$ cat config.mk
export PLATFORM = sky130hd
export DESIGN_NAME = uart_rx_ctrl_flat
export DESIGN_NICKNAME = d
export VERILOG_FILES = /design/src/rtl/uart_rx_ctrl_if.sv /design/src/rtl/uart_rx_ctrl.sv /design/src/flat_wrapper.sv
export SDC_FILE = /design/constraint.sdc
export NUM_CORES = 1
export LEC_CHECK = 0
export ABC_AREA = 1
export CAP_MARGIN = 40
export CELL_PAD_IN_SITES_DETAIL_PLACEMENT = 0
export CELL_PAD_IN_SITES_GLOBAL_PLACEMENT = 2
export CORE_MARGIN = 2
export CORE_UTILIZATION = 38
export DETAILED_ROUTE_END_ITERATION = 12
export PLACE_DENSITY_LB_ADDON = 0.1
export SYNTH_ARGS = -nofsm -noshare
export SYNTH_HDL_FRONTEND = slang
export SYNTH_SLANG_ARGS = --single-unit
$ cat constraint.sdc
create_clock -name clk -period 2.25 [get_ports clk]
set_input_delay 0.3375 -clock clk [delete_from_list [all_inputs] [get_ports clk]]
set_output_delay 0.3375 -clock clk [all_outputs]
set_load 0.05 [all_outputs]
$ cat src/rtl/uart_rx_ctrl_if.sv
// uart_rx_ctrl_if: groups the receiver handshake (rx_full/rx_dout/rx_re)
// and the CPU register bus (cs/wr/addr/wdata/rdata) plus the interrupt
// line into one bundle. The slave modport is the controller's view; the
// master modport is the view of whatever drives the receiver and the bus.
interface uart_rx_ctrl_if;
  logic       rx_full;
  logic [7:0] rx_dout;
  logic       rx_re;
  logic       cs;
  logic       wr;
  logic [1:0] addr;
  logic [7:0] wdata;
  logic [7:0] rdata;
  logic       irq;

  modport slave (
    input  rx_full, rx_dout, cs, wr, addr, wdata,
    output rx_re, rdata, irq
  );

  modport master (
    output rx_full, rx_dout, cs, wr, addr, wdata,
    input  rx_re, rdata, irq
  );
endinterface

$ cat src/rtl/uart_rx_ctrl.sv
// uart_rx_ctrl: drains bytes from the serial receiver into a 2**ADDR_W deep
// FIFO and exposes DATA (0), STATUS (1) and CTRL (2) registers plus an
// interrupt to the CPU bus.
// Optional build macro RX_TIMEOUT_EN adds an idle timeout flag (tmo) that
// sets TIMEOUT_CLKS clocks after the last push/pop while data is waiting.
// Without the macro tmo is tied low and TIMEOUT_CLKS has no effect.
module uart_rx_ctrl #(
  parameter int ADDR_W       = 3,
  parameter int TIMEOUT_CLKS = 4000
) (
  input  logic         clk,
  input  logic         rst,
  uart_rx_ctrl_if.slave bus
);

  localparam int DEPTH = 2 ** ADDR_W;

  typedef enum logic {IDLE = 1'b0, ACK = 1'b1} state_t;

  state_t              state;
  state_t              state_next;
  logic [7:0]          mem [DEPTH];
  logic [ADDR_W-1:0]   wptr;
  logic [ADDR_W-1:0]   rptr;
  logic [ADDR_W:0]     level;
  logic                ovf;
  logic                tmo;
  logic                irq_en;
  logic [7:0]          rdata_q;
  logic                irq_q;

  logic                sample;
  logic                rd;
  logic                wr_en;
  logic                pop;
  logic                push;
  logic                drop;
  logic                flush;
  logic                ovf_clr;
  logic                not_empty;
  logic                fifo_full;
  logic [4:0]          level_ext;
  logic [3:0]          level_sat;
  logic [7:0]          status;
  logic [7:0]          rd_next;

  // Drain FSM state register.
  always_ff @(posedge clk or posedge rst) begin
    if (rst) begin
      state <= IDLE;
    end else begin
      state <= state_next;
    end
  end

  // Drain FSM: strobe rx_re for one cycle when a byte waits, then one ACK
  // cycle so the receiver can drop rx_full. rx_re is held low in reset.
  always_comb begin
    state_next = state;
    sample     = 1'b0;
    case (state)
      IDLE: begin
        if (bus.rx_full && !rst) begin
          sample     = 1'b1;
          state_next = ACK;
        end else begin
          state_next = IDLE;
        end
      end
      ACK: begin
        state_next = IDLE;
      end
      default: begin
        state_next = IDLE;
      end
    endcase
  end

  assign bus.rx_re = sample;

  // Bus decode, push/pop arbitration and register read mux.
  always_comb begin
    rd        = bus.cs & ~bus.wr;
    wr_en     = bus.cs & bus.wr;
    not_empty = (level != '0);
    fifo_full = (level == (ADDR_W+1)'(DEPTH));
    pop       = rd & (bus.addr == 2'd0) & not_empty;
    flush     = wr_en & (bus.addr == 2'd2) & bus.wdata[1];
    push      = sample & ~flush & (~fifo_full | pop);
    drop      = sample & ~flush & fifo_full & ~pop;
    ovf_clr   = wr_en & (bus.addr == 2'd1) & bus.wdata[2];
    level_ext = 5'(level);
    if (level_ext[4]) begin
      level_sat = 4'hF;
    end else begin
      level_sat = level_ext[3:0];
    end
    status = {level_sat, tmo, ovf, fifo_full, not_empty};
    case (bus.addr)
      2'd0: begin
        if (not_empty) begin
          rd_next = mem[rptr];
        end else begin
          rd_next = 8'h00;
        end
      end
      2'd1:    rd_next = status;
      2'd2:    rd_next = {7'b0000000, irq_en};
      default: rd_next = 8'h00;
    endcase
  end

  // FIFO storage; contents are only meaningful between rptr and wptr.
  always_ff @(posedge clk) begin
    if (push) begin
      mem[wptr] <= bus.rx_dout;
    end
  end

  // FIFO pointers and fill level; flush empties the buffer.
  always_ff @(posedge clk or posedge rst) begin
    if (rst) begin
      wptr  <= '0;
      rptr  <= '0;
      level <= '0;
    end else if (flush) begin
      wptr  <= '0;
      rptr  <= '0;
      level <= '0;
    end else begin
      if (push) begin
        wptr <= wptr + ADDR_W'(1);
      end
      if (pop) begin
        rptr <= rptr + ADDR_W'(1);
      end
      case ({push, pop})
        2'b10:   level <= level + (ADDR_W+1)'(1);
        2'b01:   level <= level - (ADDR_W+1)'(1);
        default: level <= level;
      endcase
    end
  end

  // Sticky overflow flag (a set beats a same-cycle clear) and irq enable.
  always_ff @(posedge clk or posedge rst) begin
    if (rst) begin
      ovf    <= 1'b0;
      irq_en <= 1'b0;
    end else begin
      if (drop) begin
        ovf <= 1'b1;
      end else if (ovf_clr) begin
        ovf <= 1'b0;
      end
      if (wr_en && (bus.addr == 2'd2)) begin
        irq_en <= bus.wdata[0];
      end
    end
  end

`ifdef RX_TIMEOUT_EN
  localparam int CNT_W = $clog2(TIMEOUT_CLKS + 1);

  logic [CNT_W-1:0] tmo_cnt;
  logic             tmo_set;
  logic             tmo_clr;

  // Timeout fires once, on the clock where the idle count reaches its limit.
  always_comb begin
    tmo_clr = wr_en & (bus.addr == 2'd1) & bus.wdata[3];
    tmo_set = not_empty & ~push & ~pop & ~flush &
              (tmo_cnt == CNT_W'(TIMEOUT_CLKS - 1));
  end

  // Idle counter: restarts on any buffer activity, saturates at the limit.
  always_ff @(posedge clk or posedge rst) begin
    if (rst) begin
      tmo_cnt <= '0;
    end else if (flush || push || pop || !not_empty) begin
      tmo_cnt <= '0;
    end else if (tmo_cnt != CNT_W'(TIMEOUT_CLKS)) begin
      tmo_cnt <= tmo_cnt + CNT_W'(1);
    end
  end

  // Sticky timeout flag; flush clears it outright.
  always_ff @(posedge clk or posedge rst) begin
    if (rst) begin
      tmo <= 1'b0;
    end else if (flush) begin
      tmo <= 1'b0;
    end else if (tmo_set) begin
      tmo <= 1'b1;
    end else if (tmo_clr) begin
      tmo <= 1'b0;
    end
  end
`else
  assign tmo = 1'b0;
`endif

  // Registered bus outputs: rdata holds until the next read; irq lags by one.
  always_ff @(posedge clk or posedge rst) begin
    if (rst) begin
      rdata_q <= 8'h00;
      irq_q   <= 1'b0;
    end else begin
      if (rd) begin
        rdata_q <= rd_next;
      end
      irq_q <= irq_en & (not_empty | ovf | tmo);
    end
  end

  assign bus.rdata = rdata_q;
  assign bus.irq   = irq_q;

endmodule

$ cat src/flat_wrapper.sv
// flat-port wrapper written by rule: the top's interface ports become plain ports
module uart_rx_ctrl_flat 
#(
  parameter int ADDR_W       = 3,
  parameter int TIMEOUT_CLKS = 4000
)
  (clk, rst, bus_rx_full, bus_rx_dout, bus_cs, bus_wr, bus_addr, bus_wdata, bus_rx_re, bus_rdata, bus_irq);
  uart_rx_ctrl_if bus_i ();
  input  logic clk;
  input  logic rst;
  input wire logic [$bits(bus_i.rx_full)-1:0] bus_rx_full;
  input wire logic [$bits(bus_i.rx_dout)-1:0] bus_rx_dout;
  input wire logic [$bits(bus_i.cs)-1:0] bus_cs;
  input wire logic [$bits(bus_i.wr)-1:0] bus_wr;
  input wire logic [$bits(bus_i.addr)-1:0] bus_addr;
  input wire logic [$bits(bus_i.wdata)-1:0] bus_wdata;
  output wire logic [$bits(bus_i.rx_re)-1:0] bus_rx_re;
  output wire logic [$bits(bus_i.rdata)-1:0] bus_rdata;
  output wire logic [$bits(bus_i.irq)-1:0] bus_irq;
  assign bus_i.rx_full = bus_rx_full;
  assign bus_i.rx_dout = bus_rx_dout;
  assign bus_i.cs = bus_cs;
  assign bus_i.wr = bus_wr;
  assign bus_i.addr = bus_addr;
  assign bus_i.wdata = bus_wdata;
  assign bus_rx_re = bus_i.rx_re;
  assign bus_rdata = bus_i.rdata;
  assign bus_irq = bus_i.irq;
  uart_rx_ctrl #(.ADDR_W(ADDR_W), .TIMEOUT_CLKS(TIMEOUT_CLKS)) u_core (.clk(clk), .rst(rst), .bus(bus_i));
endmodule
==> After elaboration in Yosys (flattened, before gate mapping) <==
Memory sizes are Yosys's and may differ from the RTL's.
Index checks and enable logic that the tools add are counted.
{ "op_classes": {"addsub": 4, "eq_ne": 5, "mux": 15, "bitwise": 20, "reduce_logical": 9} }
{ "op_table": {"columns": ["op", "n"], "rows": [
  ["$pmux 8 s3", 1],
  ["$and 1x1->1", 13],
  ["$mux 3", 4],
  ["$mux 8", 1],
  ["$pmux 4 s2", 1],
  ["$add 3x1->3 const B", 2],
  ["$mux 1", 6],
  ["$reduce_bool 2->1", 3],
  ["$not 1->1", 5],
  ["$add 4x1->4 const B", 1],
  ["$eq 2x1->1 const B", 2],
  ["$eq 2x2->1 const B", 2],
  ["$eq 4x4->1 const B", 1],
  ["$mux 4", 1],
  ["$reduce_bool 4->1", 1],
  ["$sub 4x1->4 const B", 1],
  ["$reduce_bool 3->1", 1],
  ["$logic_and 1x1->1", 2],
  ["$logic_not 2->1", 1],
  ["$or 1x1->1", 2],
  ["$pmux 1 s2", 1],
  ["$logic_not 1->1", 1]
]} }
{ "word_totals": {"register_bits": 22, "mem_bits_rw": 64, "out_inout_bits": 10, "elab_cells": 62, "mem_count": 1} }
{ "memory_table": {"columns": ["memory", "words", "width", "read_ports", "rd_ports_with_merged_regs", "write_ports", "line_no", "source"], "rows": [
  ["u_core.mem", 8, 8, 1, 0, 1, "uart_rx_ctrl.sv:22", "logic [7:0] mem [DEPTH];"]
]} }

==> Logic depth before layout (Yosys ltp) <==
{ "logic_depth": {"depth_word": 9, "depth_mapped": 16, "mapped_depth_nobuf": 16} }

==> Worst setup path before layout <==
OpenSTA, ideal clock, no wires.
{ "synth_path": {"path_kind": "input -> register", "start": "input port rst", "end": "memory u_core.mem[0][0] (enable)", "t_arrival_ps": 1974, "slack_ps": -94, "stages": 7, "path_buffers": 0, "cell_sequence": "inv_2 nand2_1 nor2_4 nand2_1 nor2_2 nand2_1 nor2_1"} }
{ "synth_via": {"elab_chain_len": 8} }
{ "synth_rtl": {"columns": ["element", "line_no", "source"], "rows": [
  ["from (decl)", "flat_wrapper.sv:10", "input logic rst;"],
  ["$logic_not 1->1", "uart_rx_ctrl.sv:63", "if (bus.rx_full && !rst) begin"],
  ["$logic_and 1x1->1", "uart_rx_ctrl.sv:63", null],
  ["$mux 1", "uart_rx_ctrl.sv:63", null],
  ["$mux 1", "uart_rx_ctrl.sv:61", "case (state)"],
  ["net bus_rx_re", "flat_wrapper.sv:17", "output wire logic [$bits(bus_i.rx_re)-1:0] bus_rx_re;"],
  ["$and 1x1->1 (2 in series)", "uart_rx_ctrl.sv:89", "push = sample & ~flush & (~fifo_full | pop);"],
  ["$mux 1", "uart_rx_ctrl.sv:115", "if (push) begin"],
  ["$mux 1 (implied by the code)", "uart_rx_ctrl.sv:116", "mem[wptr] <= bus.rx_dout;"],
  ["to (decl)", "uart_rx_ctrl.sv:22", null]
]} }
The timed path passes the listed nets, and every way through them passes these cells.

==> Final worst setup path <==
{ "layout_path": {"start": "input port bus_addr[0]", "end": "register u_core.level[3]"} }
{ "layout_via": {"elab_chain_len": 9, "word_cells_on_any_way": 15, "classes_between": "eq/ne: 3; mux: 2; bitwise: 8; reduce/logical: 2"} }
{ "layout_rtl": {"columns": ["element", "line_no", "source"], "rows": [
  ["from (decl)", "flat_wrapper.sv:15", "input wire logic [$bits(bus_i.addr)-1:0] bus_addr;"],
  ["$eq 2x2->1", "uart_rx_ctrl.sv:88", "flush = wr_en & (bus.addr == 2'd2) & bus.wdata[1];"],
  ["$and 1x1->1 (2 in series)", "uart_rx_ctrl.sv:88", null],
  ["$not 1->1", "uart_rx_ctrl.sv:89", null],
  ["$and 1x1->1 (2 in series)", "uart_rx_ctrl.sv:89", null],
  ["$eq 2x1->1 / $eq 2x2->1 (equally long branches)", "uart_rx_ctrl.sv:137", "case ({push, pop})"],
  ["$pmux 4 s2", "uart_rx_ctrl.sv:137", null],
  ["$mux 4", "uart_rx_ctrl.sv:126", "end else if (flush) begin"],
  ["to (signal assigned)", "uart_rx_ctrl.sv:138", "2'b10: level <= level + (ADDR_W+1)'(1);"],
  ["to (signal assigned)", "uart_rx_ctrl.sv:139", "2'b01: level <= level - (ADDR_W+1)'(1);"],
  ["to (signal assigned)", "uart_rx_ctrl.sv:140", "default: level <= level;"],
  ["to (decl)", "uart_rx_ctrl.sv:25", "logic [ADDR_W:0] level;"]
]} }
Parallel ways exist; a longest one is shown, timed or not.
A chain may end at the register's enable or synchronous reset.

==> flow_summary_export.csv <==
group,metric,value,unit
yosys,post_synth_most_frequent_cells,"nor2_1, edfxtp_1, nand2_1",
placed_design,gp_congestion,0.752,
power,irDropWorstVdd,0.000412,V
yosys,yosys_register_bits,86,
sta,finalCriticalPeriod,1980,ps
flow_run,cap_viol_max_count,0,
hold_path,hp-class,"primary input to asynchronous set/reset pin",
grt,maximum_number_of_pins_on_one_net_before_global_route_repair,33,
placed_design,detailedPlacementHpwl,5810,µm
detailed_routing,routed_wirelength,8760,µm
grt,grt_pass1_wl,13900,µm
floorplan,die-area,10800,µm²
grt,antenna_found_initial,0,
detailed_routing,drt_iter0_drc,139,
yosys,synth_edf_count,64,
cts,root_buffer,"clkbuf_8",
sta,hold_violations,0,
final_layout,area_growth,20.6,%
worst_setup_path,critPathMaxFanout,3,
worst_setup_path,regToRegEndpoint,"u_core.level[3]",
outcome,outcome,"complete, no violations",
worst_setup_path,criticalPathCategory,"primary input to flip-flop",
worst_setup_path,worst_r2r_path_depth,15,
yosys,netlist.area_leader.share,0.507,
sta,worst_slew_margin_rel,0.593,
yosys,mappedNetlistNets,385,
cts,post-cts-setup-buffers,0,
sta,fin_crit_sh,0.880,
yosys,seq_area_frac_synth,0.652,
floorplan,core.rowCount,36,
cts,h-tree-depth,3,
grt,global_route.overflow_total,0,
sta,maxClockFrequency,0.505,GHz
sta,grt_setup_unrepaired,"no",
power,total_leakage_power,1.81,nW
final_layout,stdcell_area,4570,µm²
grt,first_global_vias,2558,
floorplan,floorplan.die.height,104,µm
detailed_routing,remaining_drc_errors,0,
detailed_routing,final_antenna_net_count,0,
sta,worst-slew-pin-transition,610,ps
yosys,yosys.cell_count.top_type,"nor2_1",
sta,timing.final.ws_setup,271,ps
cts,resize_count_post_cts,0,
grt,groute.usage.overall,0.170,
cts,clkSlewWorstSetupHoldPaths,80,ps
worst_setup_path,worst_ep_required_time,2490,ps
floorplan,design.portCount,33,
sta,timing_max_transition_violations_final,0,
placed_design,io_buffer_count,27,
detailed_routing,dr.pass1.iters,4,
cts,clock_path_buffers,2,
cts,post_cts_hold_buffer_count,0,
detailed_routing,routed_via_density,4.76,
detailed_routing,dr_total_vias,2622,
worst_setup_path,critical_path_arrival,2220,ps
cts,tritoncts,"done",
cts,clkSinkCount,86,
sta,setup_clock_skew_after_layout,7.65,ps
worst_setup_path,setup.worst_path.end_class,"flip-flop",
placed_design,dpl_worst_slack,-83.0,ps
detailed_routing,post_drt_wl_per_cell,15.9,µm
yosys,syn-mean-instance-area,10.6,µm²
yosys,async_reset_ff_frac,0.256,
worst_setup_path,crit_path_start_kind,"primary input",
yosys,syn_inst,357,
yosys,yosysTopAreaCell,"edfxtp_1",
floorplan,die_width,104,µm
floorplan,initial_cell_density_of_the_core,0.390,
worst_setup_path,timing.rr.start,"u_core.level[0]",
cts,skew_pair_late_insertion_delay,340,ps
final_layout,num-nets-final,443,
yosys,yosys_most_used_dff,"edfxtp_1",
final_layout,antenna_cells,0,
placed_design,dpl-instance-area,4410,µm²
floorplan,design.core.area,9730,µm²
yosys,syn_area,3790,µm²
sta,setup_viol,0,
yosys,post_synth_num_cell_types,32,
worst_setup_path,ff2ff_setup_slack,320,ps
yosys,synth_warnings,0,
power,power_density,1030,nW/µm²
cts,numCtsBuffers,9,
final_layout,share_of_cells_above_drive_strength_1,0.160,
yosys,synth.top_cells.by_area,"edfxtp_1, dfrtp_1, nor2_1",
## metrics by stage
step,total power [mW],util,std cells,hold slack [ps],setup TNS [ps]
5_1_grt,5.03,0.470,551,410,0
3_3_place_gp,3.81,0.453,537,464,-541
4_1_cts,4.74,0.470,551,370,0
3_5_place_dp,3.82,0.453,537,471,-1240
6_report,4.69,0.470,551,373,0
2_1_floorplan,3.24,-,357,207,-5600
## power breakdown
part / switching (mW) / internal (mW) / total (mW)
Clock: 0.538 / 0.390 / 0.928
Combinational: 1.14 / 0.592 / 1.73
Sequential: 0.120 / 1.91 / 2.03
## worst max-delay path by stage
stage | start | end | slack (ps) | cells after the start
2_1_floorplan | rst | u_core.mem[0][0] | -90 | 7
3_3_place_gp | bus_addr[0] | u_core.level[3] | -40 | 17
3_5_place_dp | bus_addr[0] | u_core.level[3] | -80 | 17
4_1_cts | bus_addr[0] | u_core.level[3] | 270 | 17
5_1_grt | u_core.level[0] | u_core.level[3] | 60 | 15
6_report | bus_addr[0] | u_core.level[3] | 270 | 17
## final cells by class
class | count | area (µm²)
tap | 133 | 166
clock inverter | 5 | 38.8
sequential | 86 | 2470
fill | 957 | 5160
clock buffer | 9 | 124
timing repair buffer | 59 | 520
multi-input combinational | 228 | 1130
inverter | 31 | 116
## logic make-up (layout without fill, tap and decap cells)
logic type / Yosys count / count (layout) / synth area share
buf+inv: 43 / 104 / 0.0488
xor+xnor: 1 / 1 / 0.00231
fa+ha+maj: 5 / 5 / 0.0185
compound gates: 57 / 57 / 0.0848
simple gates: 165 / 165 / 0.194
flops: 86 / 86 / 0.652
## worst max-delay path: stages
cell	delay [ps]
clkdlybuf4s50_1	490
inv_2	100
nand2_2	70
nor2_4	130
nand2_4	60
a21oi_2	170
ha_1	290
nand3_1	110
nand3_1	70
nand2_1	60
nand2_1	60
inv_1	50
nand2_1	40
nand2_1	50
inv_1	30
nand2_1	50
nand2_1	40
## cell usage in the layout, fill, tap and decap left out, types with 2 or more instances in the layout
master	synthesis	routed
inv_2	6	6
nor2_4	3	3
nor2_1	69	69
nand2_2	4	4
nor2_2	2	2
clkbuf_8	0	9
nand3_1	34	34
edfxtp_1	64	64
dfrtp_1	22	22
a21oi_1	11	11
clkdlybuf4s50_1	0	26
inv_1	24	24
buf_4	4	32
ha_1	4	4
clkinvlp_4	0	4
o211ai_1	3	3
o21ai_0	37	37
nand2_1	48	48
## routing by layer
| metal | global-route usage | wire length (µm) | up-vias |
|---|---|---|---|
| li1 | - | - | 1331 |
| met1 | 0.248 | 4490 | 1243 |
| met2 | 0.262 | 3950 | 41 |
| met3 | 0.0238 | 220 | 7 |
| met4 | 0.0560 | 95 | 0 |
| met5 | 0 | 0 | - |
## registers in the layout, indices dropped and copies added, names as in the netlist
register and count:
u_core.bus.irq 1, u_core.bus.rdata 8, u_core.irq_en 1, u_core.level 4, u_core.mem 64, u_core.ovf 1
u_core.rptr 3, u_core.state 1, u_core.wptr 3
Power figures use the tool's default switching activity.
